$ cat config.mk
export PLATFORM = sky130hd
export DESIGN_NAME = id_ex_stage
export DESIGN_NICKNAME = d
export VERILOG_FILES = /design/src/rtl/pipe_pkg.sv /design/src/rtl/id_ex_stage_load_use_detect.sv /design/src/rtl/id_ex_stage.sv
export SDC_FILE = /design/constraint.sdc
export NUM_CORES = 1
export LEC_CHECK = 0
export ABC_AREA = 1
export BUFFER_PORTS_ARGS = -buffer_cell sky130_fd_sc_hd__buf_2
export CORE_AREA = 10 10 117 119
export CTS_BUF_LIST = sky130_fd_sc_hd__clkbuf_4 sky130_fd_sc_hd__clkbuf_8 sky130_fd_sc_hd__clkbuf_16
export DETAILED_ROUTE_END_ITERATION = 7
export DIE_AREA = 0 0 127 129
export HOLD_SLACK_MARGIN = 0.03
export PLACE_DENSITY = 0.75
export REMOVE_ABC_BUFFERS = 1
export SYNTH_ARGS = -nofsm -noshare
export SYNTH_HDL_FRONTEND = slang
export SYNTH_SLANG_ARGS = --single-unit
$ cat constraint.sdc
create_clock -name clk -period 1.61 [get_ports clk]
set_input_delay 0.483 -clock clk [delete_from_list [all_inputs] [get_ports clk]]
set_output_delay 0.483 -clock clk [all_outputs]
set_load 0.005 [all_outputs]
$ cat src/rtl/pipe_pkg.sv
// Shared pipeline types: ID/EX control word, stall-cause encoding and ID/EX FSM states.
package pipe_pkg;

  localparam int CTRL_W = 8;

  localparam int CTRL_REG_WRITE  = 7;
  localparam int CTRL_MEM_READ   = 6;
  localparam int CTRL_MEM_WRITE  = 5;
  localparam int CTRL_MEM_TO_REG = 4;
  localparam int CTRL_ALU_SRC    = 3;
  localparam int CTRL_REG_DST    = 2;
  localparam int CTRL_ALU_OP_MSB = 1;
  localparam int CTRL_ALU_OP_LSB = 0;

  typedef struct packed {
    logic       reg_write;
    logic       mem_read;
    logic       mem_write;
    logic       mem_to_reg;
    logic       alu_src;
    logic       reg_dst;
    logic [1:0] alu_op;
  } ctrl_t;

  localparam logic [1:0] CAUSE_NONE     = 2'd0;
  localparam logic [1:0] CAUSE_LOAD_USE = 2'd1;
  localparam logic [1:0] CAUSE_MEM_HOLD = 2'd2;
  localparam logic [1:0] CAUSE_FLUSH    = 2'd3;

  typedef enum logic [1:0] {
    RUN    = 2'd0,
    BUBBLE = 2'd1,
    HOLD   = 2'd2
  } state_t;

endpackage

$ cat src/rtl/id_ex_stage_load_use_detect.sv
// Combinational load-use comparator: a load in EX whose destination is read by the ID instruction.
module load_use_detect #(
  parameter int REG_AW = 5
) (
  input  logic              ex_valid,
  input  logic              ex_mem_read,
  input  logic [REG_AW-1:0] ex_rt,
  input  logic [REG_AW-1:0] rs_id,
  input  logic [REG_AW-1:0] rt_id,
  input  logic              uses_rt_id,
  output logic              hazard
);

  logic rt_nonzero;
  logic rs_match;
  logic rt_match;

  assign rt_nonzero = (ex_rt != '0);
  assign rs_match   = (ex_rt == rs_id);
  assign rt_match   = uses_rt_id && (ex_rt == rt_id);
  assign hazard     = ex_valid && ex_mem_read && rt_nonzero && (rs_match || rt_match);

endmodule

$ cat src/rtl/id_ex_stage.sv
// ID/EX pipeline register with load-use stall, flush bubble and memory-hold freeze.
// Optional macro STALL_STATS_EN adds a saturating stall_cycles counter output.
module id_ex_stage
  import pipe_pkg::*;
#(
  parameter int DATA_W = 32,
  parameter int REG_AW = 5
) (
  input  logic              clk,
  input  logic              rst,
  input  logic [REG_AW-1:0] rs_id,
  input  logic [REG_AW-1:0] rt_id,
  input  logic [REG_AW-1:0] rd_id,
  input  logic [DATA_W-1:0] read_data1_id,
  input  logic [DATA_W-1:0] read_data2_id,
  input  logic [DATA_W-1:0] imm_id,
  input  ctrl_t             ctrl_id,
  input  logic              uses_rt_id,
  input  logic              flush,
  input  logic              mem_busy,
  output logic              stall,
  output logic [1:0]        stall_cause,
  output logic [REG_AW-1:0] ex_rs,
  output logic [REG_AW-1:0] ex_rt,
  output logic [REG_AW-1:0] ex_rd,
  output logic [DATA_W-1:0] ex_read_data1,
  output logic [DATA_W-1:0] ex_read_data2,
  output logic [DATA_W-1:0] ex_imm,
  output ctrl_t             ex_ctrl,
  output logic              ex_valid
`ifdef STALL_STATS_EN
  ,
  output logic [31:0]       stall_cycles
`endif
);

  state_t state;
  state_t state_nxt;
  logic   hazard;
  logic   load_bubble;

  load_use_detect #(
    .REG_AW(REG_AW)
  ) u_load_use_detect (
    .ex_valid   (ex_valid),
    .ex_mem_read(ex_ctrl.mem_read),
    .ex_rt      (ex_rt),
    .rs_id      (rs_id),
    .rt_id      (rt_id),
    .uses_rt_id (uses_rt_id),
    .hazard     (hazard)
  );

  // Priority rst > mem_busy > flush > load-use > normal; leaving HOLD falls
  // straight through the same priority, so the hazard is re-evaluated then.
  always_comb begin
    stall       = 1'b0;
    stall_cause = CAUSE_NONE;
    load_bubble = 1'b0;
    state_nxt   = state;
    if (rst) begin
      state_nxt = RUN;
    end else if (mem_busy) begin
      stall       = 1'b1;
      stall_cause = CAUSE_MEM_HOLD;
      state_nxt   = HOLD;
    end else if (flush) begin
      stall_cause = CAUSE_FLUSH;
      load_bubble = 1'b1;
      state_nxt   = BUBBLE;
    end else if (hazard) begin
      stall       = 1'b1;
      stall_cause = CAUSE_LOAD_USE;
      load_bubble = 1'b1;
      state_nxt   = BUBBLE;
    end else begin
      state_nxt = RUN;
    end
  end

  always_ff @(posedge clk) begin
    if (rst) begin
      state <= RUN;
    end else begin
      state <= state_nxt;
    end
  end

  always_ff @(posedge clk) begin
    if (rst || (!mem_busy && load_bubble)) begin
      ex_rs         <= '0;
      ex_rt         <= '0;
      ex_rd         <= '0;
      ex_read_data1 <= '0;
      ex_read_data2 <= '0;
      ex_imm        <= '0;
      ex_ctrl       <= '0;
      ex_valid      <= 1'b0;
    end else if (!mem_busy) begin
      ex_rs         <= rs_id;
      ex_rt         <= rt_id;
      ex_rd         <= rd_id;
      ex_read_data1 <= read_data1_id;
      ex_read_data2 <= read_data2_id;
      ex_imm        <= imm_id;
      ex_ctrl       <= ctrl_id;
      ex_valid      <= 1'b1;
    end
  end

`ifdef STALL_STATS_EN
  always_ff @(posedge clk) begin
    if (rst) begin
      stall_cycles <= '0;
    end else if (stall && (stall_cycles != 32'hFFFF_FFFF)) begin
      stall_cycles <= stall_cycles + 32'd1;
    end
  end
`endif

endmodule

Word-level counts from Yosys, hierarchy flattened:

Index checks and enable logic that the tools add are counted.

* flip-flop bits (word level): 120
* logic and storage cells: 36

* equal/unequal tests: 2
* multiplexer cells: 11
* reduce and logical (&&, ||, !) cells: 9

Operator list (count)
* 5-bit equality test: 2
* 1-bit two-way mux: 8
* 2-bit two-way mux: 3
* 1-bit logical AND: 5
* 5-bit nonzero test: 1
* 1-bit logical OR: 2
* 1-bit zero test: 1

Depth between registers and ports, before layout:

Gate-level depths: netlist of the first run.

* word-level depth: 10
* gate-level depth with buffers: 13

Modules after synthesis:

From an unflattened synthesis of the first run, not the netlist that was laid out.

* cells, all modules: 698
* area total of the unflattened synthesis: 4936.0 um2

By module, submodules not included
* id_ex_stage: instances 1, cells an instance 646, area an instance 4725.8 um2
* load_use_detect: instances 1, cells an instance 52, area an instance 210.2 um2

Worst setup path before layout of the first run:

Ideal clock, no wire load.

* path type: input to register
* start point: in mem_busy
* end point: reg ex_imm[10]
* library setup time: 116 ps
* data arrival time: 1454 ps
* data required time: 1494 ps
* path slack: 40 ps
* cell stages on the path: 5
* cells stage by stage: buf_2 > buf_4 > clkbuf_1 > mux2i_1 > nor2_1

* cells in the longest elaborated chain, start to end: 4
* elaborated cells between the ends (all ways): 5
* those cells by class: 2 x mux; 3 x reduce/logical

Ends and longest elaborated chain
* start, declared: RTL line id_ex_stage.sv:20 `input logic mem_busy,`
* 1-bit two-way mux: RTL line id_ex_stage.sv:63 `end else if (mem_busy) begin`
* 1-bit two-way mux: RTL line id_ex_stage.sv:61 `if (rst) begin`
* 1-bit logical AND: RTL line id_ex_stage.sv:90 `if (rst || (!mem_busy && load_bubble)) begin`
* 1-bit logical OR: RTL line id_ex_stage.sv:90
* end signal, assigned: RTL line id_ex_stage.sv:105 `ex_imm <= imm_id;`
* end, declared: RTL line id_ex_stage.sv:28 `output logic [DATA_W-1:0] ex_imm,`

Parallel ways exist; a longest one is shown, timed or not.
A chain may end at the register's enable or synchronous reset.

Final worst setup path of the first run:

* start point: reg ex_rt[3]
* end point: out stall_cause[0]

* cells in the longest elaborated chain, start to end: 8
* elaborated cells between the ends (all ways): 11
* those cells by class: 2 x eq/ne; 4 x mux; 5 x reduce/logical

Ends and longest elaborated chain
* start, declared: RTL line id_ex_stage.sv:24 `output logic [REG_AW-1:0] ex_rt,`
* start signal, assigned: RTL line id_ex_stage.sv:101 `ex_rt <= rt_id;`
* 5-bit equality test: RTL line id_ex_stage_load_use_detect.sv:20 `assign rt_match = uses_rt_id && (ex_rt == rt_id);`
* 1-bit logical AND: RTL line id_ex_stage_load_use_detect.sv:20
* 1-bit logical OR: RTL line id_ex_stage_load_use_detect.sv:21 `assign hazard = ex_valid && ex_mem_read && rt_nonzero && (rs_match || rt_match);`
* 1-bit logical AND (*): RTL line id_ex_stage_load_use_detect.sv:21
* 1-bit two-way mux (*): RTL line id_ex_stage.sv:71 `end else if (hazard) begin`
* 2-bit two-way mux (*): RTL line id_ex_stage.sv:67 `end else if (flush) begin`
* 2-bit two-way mux (*): RTL line id_ex_stage.sv:63
* 2-bit two-way mux (*): RTL line id_ex_stage.sv:61
* end, declared: RTL line id_ex_stage.sv:22 `output logic [1:0] stall_cause,`

Mark *: on every way between the ends. The rest lies on a longest branch, timed or not.

==> results.md, run 1 <==
* Outcome: complete, but fails checks
* Failing checks: negative setup slack
* Root Driver: clkbuf_16
* Fin crit period at 2102 ps
* Mapped Area at approximately 0.0045 mm2
* Cell Count, Final, Fillers Out at 889
* Setup TNS at -8607 ps
* CTS clk-pin slew, worst paths at approximately 50 ps
* Area fraction of the dominant cell type after synthesis at 0.5384
* Fin crit share at 1.305
* Die H at 129 um
* # DRC at 0
* Startpoint types: register
* Leak at 3.712 nW
* Global-route wire length before repair at 22.11 mm
* WL per Instance at 15.91 um
* RSZ-0062 raised after global routing: yes
* Worst skew pair latency at 400 ps
* Vias at 4089
* Flops & latches, synth at 120
* Maximum VDD drop at 0.7311 mV
* Hold Crit Class: in2reg
* 1st-pass router iterations at 4
* ANT nets after route at 0
* Number of max-cap violations at 0
* H-tree depth at 4
* Initial antenna violation count at 0
* Crit end category: primary output
* Synth cell types at 14
* Slew @ Worst Pin at ~320 ps
* Avg Inst Size Synth at between 9 and 10 um2
* Clock sinks at between 100 and 150
* Slew Limit Headroom at 0.7863
* Die ar. at 0.01638 mm2
* FP Rows at 39
* F_max at roughly 480 MHz
* CTS tree: built
* CP Data Required Time at 1130 ps
* CP Max Fanout at 3
* Filler cells at just under 1000
* CP arrival at 1620 ps
* Final count of negative-setup-slack endpoints at 92
* Pwr Density at 1146 mW/mm2
* Placed instance count at approximately 850
* Area grow syn2layout at 52.24%
* Placed Area at about 0.0060 mm2
* Total congestion overflow at 0
* Total Wirelength at 14.14 mm
* Yosys warns at 0
* Largest net degree at the start of global routing at 34
* Crit Path Category: reg2out
* Design Area, Final at 0.006793 mm2
* Number of global-route vias before repair at 4446
* CTS Buf Count at 17
* Largest cells by area after synthesis: dfxtp_1, mux2i_1, nor2_1
* Final net count at 856
* Final setup margin at -491.9 ps
* Bufs on Longest Clock Path at 2
* DP Wirelength at 10.57 mm
* GRT Total Usage at 0.1665
* Final GP Congestion at 0.9467
* Utilization after layout at 0.6000
* Register area share after synthesis at 0.5384
* Hold-fix buffers at CTS at 0
* Share of cells above drive strength 1 at 0.4349
* Vias per inst at 4.600
* Port bufs at 246
* Die X at about 130 um
* Setup Skew at 5.713 ps
* DR iter-0 viols at 163
* Final Hold Viols at 0
* I/O pin cnt at 247
* Initial core utilization at 0.3941
* Final hold slack at 327.9 ps
* Area leader, netlist: dfxtp_1
* Max-slew violations at 0
* Post-Synthesis Cells at about 460
* Core box area at 0.01132 mm2
==> area by class of cell <==
type                       count  area, um2  area share
timing repair buffer         278       1683      0.2477
sequential                   120       2415      0.3555
multi-input combinational    297       1872      0.2756
clock buffer                  19      440.4     0.06484
tap                          143      178.9     0.02634
clock inverter                13      131.4     0.01934
antenna                        1      2.502   0.0003684
inverter                      18      70.07     0.01031
==> critical path: stages (launching register included) <==
cell	delay [ps]
dfxtp_4	350
buf_6	110
nand2_1	60
nand2_1	50
nor2_1	90
nand3_1	80
nand2_1	100
nand2_1	60
nand2_1	50
nand2_1	60
nor2_1	100
buf_2	120
==> kinds of logic (layout without fill, tap and decap cells) <==
kind of cell	after synthesis	count (layout)	share of synthesized area
and+or+nand+nor	174	175	0.1481
buffers and inverters	47	328	0.05244
DFF	120	120	0.5384
xor gates and xnor gates	1	1	0.001963
muxes	110	110	0.2468
other	0	1	0
AOI/OAI and AO/OA	11	11	0.01234
==> metrics by stage <==
stage          setup WS, ps  total power [W]
6_report             -491.9         0.007785
5_1_grt              -637.5         0.008135
4_1_cts              -479.2         0.007859
3_5_place_dp         -272.4         0.004144
3_3_place_gp         -266.7         0.004111
2_1_floorplan         -1502         0.003618
==> sequential cells by signal, indices dropped and copies added, names as in the netlist <==
register / count
ex_ctrl: 8
ex_rs: 5
ex_rd: 5
ex_rt: 5
ex_read_data1: 32
ex_valid: 1
ex_imm: 32
ex_read_data2: 32
==> where the power goes <==
part | leakage (nW) | internal (W) | switching [W]
clock | 0.271 | 0.00229 | 0.00132
combinational | 2.45 | 0.000522 | 0.000440
sequential | 0.987 | 0.00313 | 0.0000855
total | 3.71 | 0.00594 | 0.00184
==> layer usage <==
layer	share of wire	wire (um)	track usage	up-vias
met3	0.096	1355	0.08172	14
li1	-	-	-	2038
met1	0.38	5325	0.1677	1889
met2	0.52	7311	0.2971	148
met5	0	0	0	-
met4	0.010	148	0.05157	0
==> cell usage after synthesis (all sizes together) <==
cell type	number
clkbuf	9
xnor2	1
mux2i	110
dfxtp	120
nor2	129
o21ai	9
nand4	1
buf	20
a21oi	2
inv	18
nand3	4
nand2	40
==> final timing paths <==
check                                     start  slack [ps]                             to  depth (start not counted)
hold reg to reg   ex_read_data1[9]$_SDFFE_PP0N_         500  ex_read_data1[9]$_SDFFE_PP0N_                          2
setup reg to reg          ex_rt[3]$_SDFFE_PP0N_        -100        ex_imm[10]$_SDFFE_PP0N_                         14
hold / removal                 read_data1_id[7]         330  ex_read_data1[7]$_SDFFE_PP0N_                          3
setup / recovery          ex_rt[3]$_SDFFE_PP0N_        -490                 stall_cause[0]                         11
==> cells in the final DEF (no fill, tap or decap), drive strengths merged <==
cell,synthesis,layout
dfxtp,120,120
inv,18,18
buf,20,275
xnor2,1,1
nand3,4,4
diode,0,1
clkbuf,9,19
nand4,1,1
nand2,40,41
mux2i,110,110
bufinv,0,2
clkinv,0,6
clkinvlp,0,5
o21ai,9,9
a21oi,2,2
nor2,129,129
bufbuf,0,3
==> what timing repair did <==
action / CTS / global route
endpoints found under the setup margin: 119 / 121
pin swaps: 1 / 12
gates cloned: 6 / 0
buffers inserted: 3 / 0
resized for setup: 11 / 10
(Power assumes the default switching activity.)
==> run 2: changes to the inputs <==
--- a/config.mk
+++ b/config.mk
@@ -5,14 +5,13 @@
 export SDC_FILE = /design/constraint.sdc
 export NUM_CORES = 1
 export LEC_CHECK = 0
-export ABC_AREA = 1
 export BUFFER_PORTS_ARGS = -buffer_cell sky130_fd_sc_hd__buf_2
-export CORE_AREA = 10 10 117 119
+export CORE_AREA = 10 10 121 123
 export CTS_BUF_LIST = sky130_fd_sc_hd__clkbuf_4 sky130_fd_sc_hd__clkbuf_8 sky130_fd_sc_hd__clkbuf_16
 export DETAILED_ROUTE_END_ITERATION = 7
-export DIE_AREA = 0 0 127 129
+export DIE_AREA = 0 0 131 133
 export HOLD_SLACK_MARGIN = 0.03
-export PLACE_DENSITY = 0.75
+export PLACE_DENSITY = 0.76
 export REMOVE_ABC_BUFFERS = 1
 export SYNTH_ARGS = -nofsm -noshare
 export SYNTH_HDL_FRONTEND = slang
==> results.md, run 2 <==
* Outcome: complete, but fails checks
* Failing checks: negative setup slack
* Worst skew pair latency at 400 ps
* Commonest non-fill, non-tap cells in the layout: buf_2, nand2_1, a32oi_1, dfxtp_1, o21ai_1
* Area fraction of the dominant cell type after synthesis at 0.4784
* Largest cells by area after synthesis: dfxtp_1, a32oi_1, o21ai_0
* Register area share after synthesis at 0.4784
* DP Wirelength at approximately 12 mm
* Total congestion overflow at 0
* Synth cell types at 23
* ANT nets after route at 0
* Total Power at roughly 0.008 W
* 1st-pass router iterations at 5
* Number of global-route vias before repair at 5200
* Pwr Density at 1041 mW/mm2
* Hold-fix buffers at CTS at 0
* Mapped Area at 0.005021 mm2
* Maximum VDD drop at 0.7033 mV
* Design Area, Final at 0.007686 mm2
* Yosys warns at 0
* FFs w/ async S/R, synth at 0
* Global-route wire length before repair at around 27 mm
* F_max at 430.7 MHz
* RSZ-0062 raised after global routing: yes
* Slew Limit Headroom at 0.6048
* FP Rows at 41
* DR iter-0 viols at around 440
* Core box area at 0.01236 mm2
* Clock sinks at 120
* Leak at 3.383 nW
* Area leader, netlist: dfxtp_1
* Die ar. at 0.01742 mm2
* Avg Inst Size Synth at a little under 9 um2
* Startpoint types: register
* Share of cells above drive strength 1 at 0.4064
* Final setup margin at -712.0 ps
* Most common cell in the netlist: nand2_1
* Crit end category: primary output
* Bufs on Longest Clock Path at 2
* Final net count at approximately 960
* Top post-synthesis cells by count: nand2_1, dfxtp_1, a32oi_1
* Crit Path Category: reg2out
* Max-slew violations at 0
* Post-Synthesis Cells at 573
* Slowest Stage Delay on Critical Path at 540 ps
* Vias at 5564
* Hold Crit Class: in2reg
* CTS tree: built
* I/O pin cnt at 247
* CTS Buf Count at 17
* CTS clk-pin slew, worst paths at 50 ps
* Crit path cell chain: or4_4 > o211ai_4 > nor3_2 > a22o_1 > buf_2
* Die X at about 130 um
* WL per Instance at between 15 and 20 um
* CP Max Fanout at 3
* # diodes at 0
* Final GP Congestion at 0.8009
* Area grow syn2layout at 53.08%
* Initial core utilization at 0.4061
* Slew @ Worst Pin at 592.8 ps
* Top flop regs: ex_imm (32), ex_read_data1 (32), ex_read_data2 (32)
* Number of max-cap violations at 0
* Total Wirelength at 17.86 mm
* H-tree depth at 4
* CP Data Required Time at about 1100 ps
* Fin crit period at 2322 ps
* Largest net degree at the start of global routing at 65
* Flops & latches, synth at 120
* Final Hold Viols at 0
* Most common cell after layout, fill and taps aside: buf_2
* Port bufs at 246
* Post-synth EDFFs at 0
* Worst path slowest cell: or4_4
* Initial antenna violation count at 0
* Top FF cell, synth: dfxtp_1
* Setup Skew at approximately 6.8 ps
* Final count of negative-setup-slack endpoints at ~120
* Placed Area at 0.006685 mm2
* # DRC at 0
* Fin crit share at 1.442
* GRT Total Usage at 0.1915
* Die H at ~130 um
* Root Driver: clkbuf_16
* CP arrival at ~1800 ps
* Vias per inst at 5.503
-- run 2: area by class of cell --
type / count / area [um2]
fill: 1068 / 4677
tap: 172 / 215.2
multi-input combinational: 386 / 2340
sequential: 120 / 2404
clock buffer: 23 / 501.7
clock inverter: 4 / 45.04
timing repair buffer: 306 / 2181
-- run 2: final timing paths --
path / from / to / slack [ps] / cells after the start
max: ex_rt[4]$_SDFFE_PP0N_ / stall_cause[0] / -710 / 5
min: read_data2_id[26] / ex_read_data2[26]$_SDFFE_PP0N_ / 320 / 3
max reg2reg: ex_rt[4]$_SDFFE_PP0N_ / ex_imm[19]$_SDFFE_PP0N_ / -410 / 8
min reg2reg: ex_read_data2[4]$_SDFFE_PP0N_ / ex_read_data2[4]$_SDFFE_PP0N_ / 460 / 2
-- run 2: worst max-delay path, delay by kind of cell (launching register included) --
family / cells / cell delay, ps
buf+inv: 1 / 130
flops: 1 / 310
compound gates: 2 / 400
simple gates: 2 / 600
-- run 2: per-stage QoR --
step                      setup WS, ps  std cells    util  TNS [ps]  hold slack, ps
after detailed placement        -320.7        967  0.5407    -23640           447.7
after global placement          -326.3        967  0.5407    -22510           441.9
after floorplan                  -6268        506       -   -754500           459.7
after CTS                       -726.6       1002  0.6067    -33410           304.5
after global routing            -769.6       1011  0.6217    -49160           305.8
final                           -712.0       1011  0.6217    -40320           320.2
-- run 2: logic make-up after synthesis --
kind of cell / share of synthesized area
flip-flops: 0.4784
XOR/XNOR: 0.01744
AND/OR/NAND/NOR: 0.1029
buffers and inverters: 0.06554
AO/OA/AOI/OAI: 0.3357
-- run 2: per-layer routing --
layer,wire [um],track usage,vias to the layer above
met4,420,0.07849,0
li1,-,-,2694
met1,7355,0.2378,2597
met5,0,0,-
met2,8351,0.2927,241
met3,1736,0.06832,32
-- run 2: power breakdown --
part | switching [W] | leakage, nW | internal, W | total (W)
clock | 0.00121 | 0.276 | 0.00229 | 0.00350
combinational | 0.000587 | 2.12 | 0.000590 | 0.00118
sequential | 0.000118 | 0.990 | 0.00321 | 0.00332
-- run 2: timing repair --
item | in CTS | in global routing
pin swaps | 1 | 4
setup endpoints to repair | 114 | 122
gates cloned | 7 | 6
gates resized for setup | 16 | 73
buffers inserted | 1 | 4
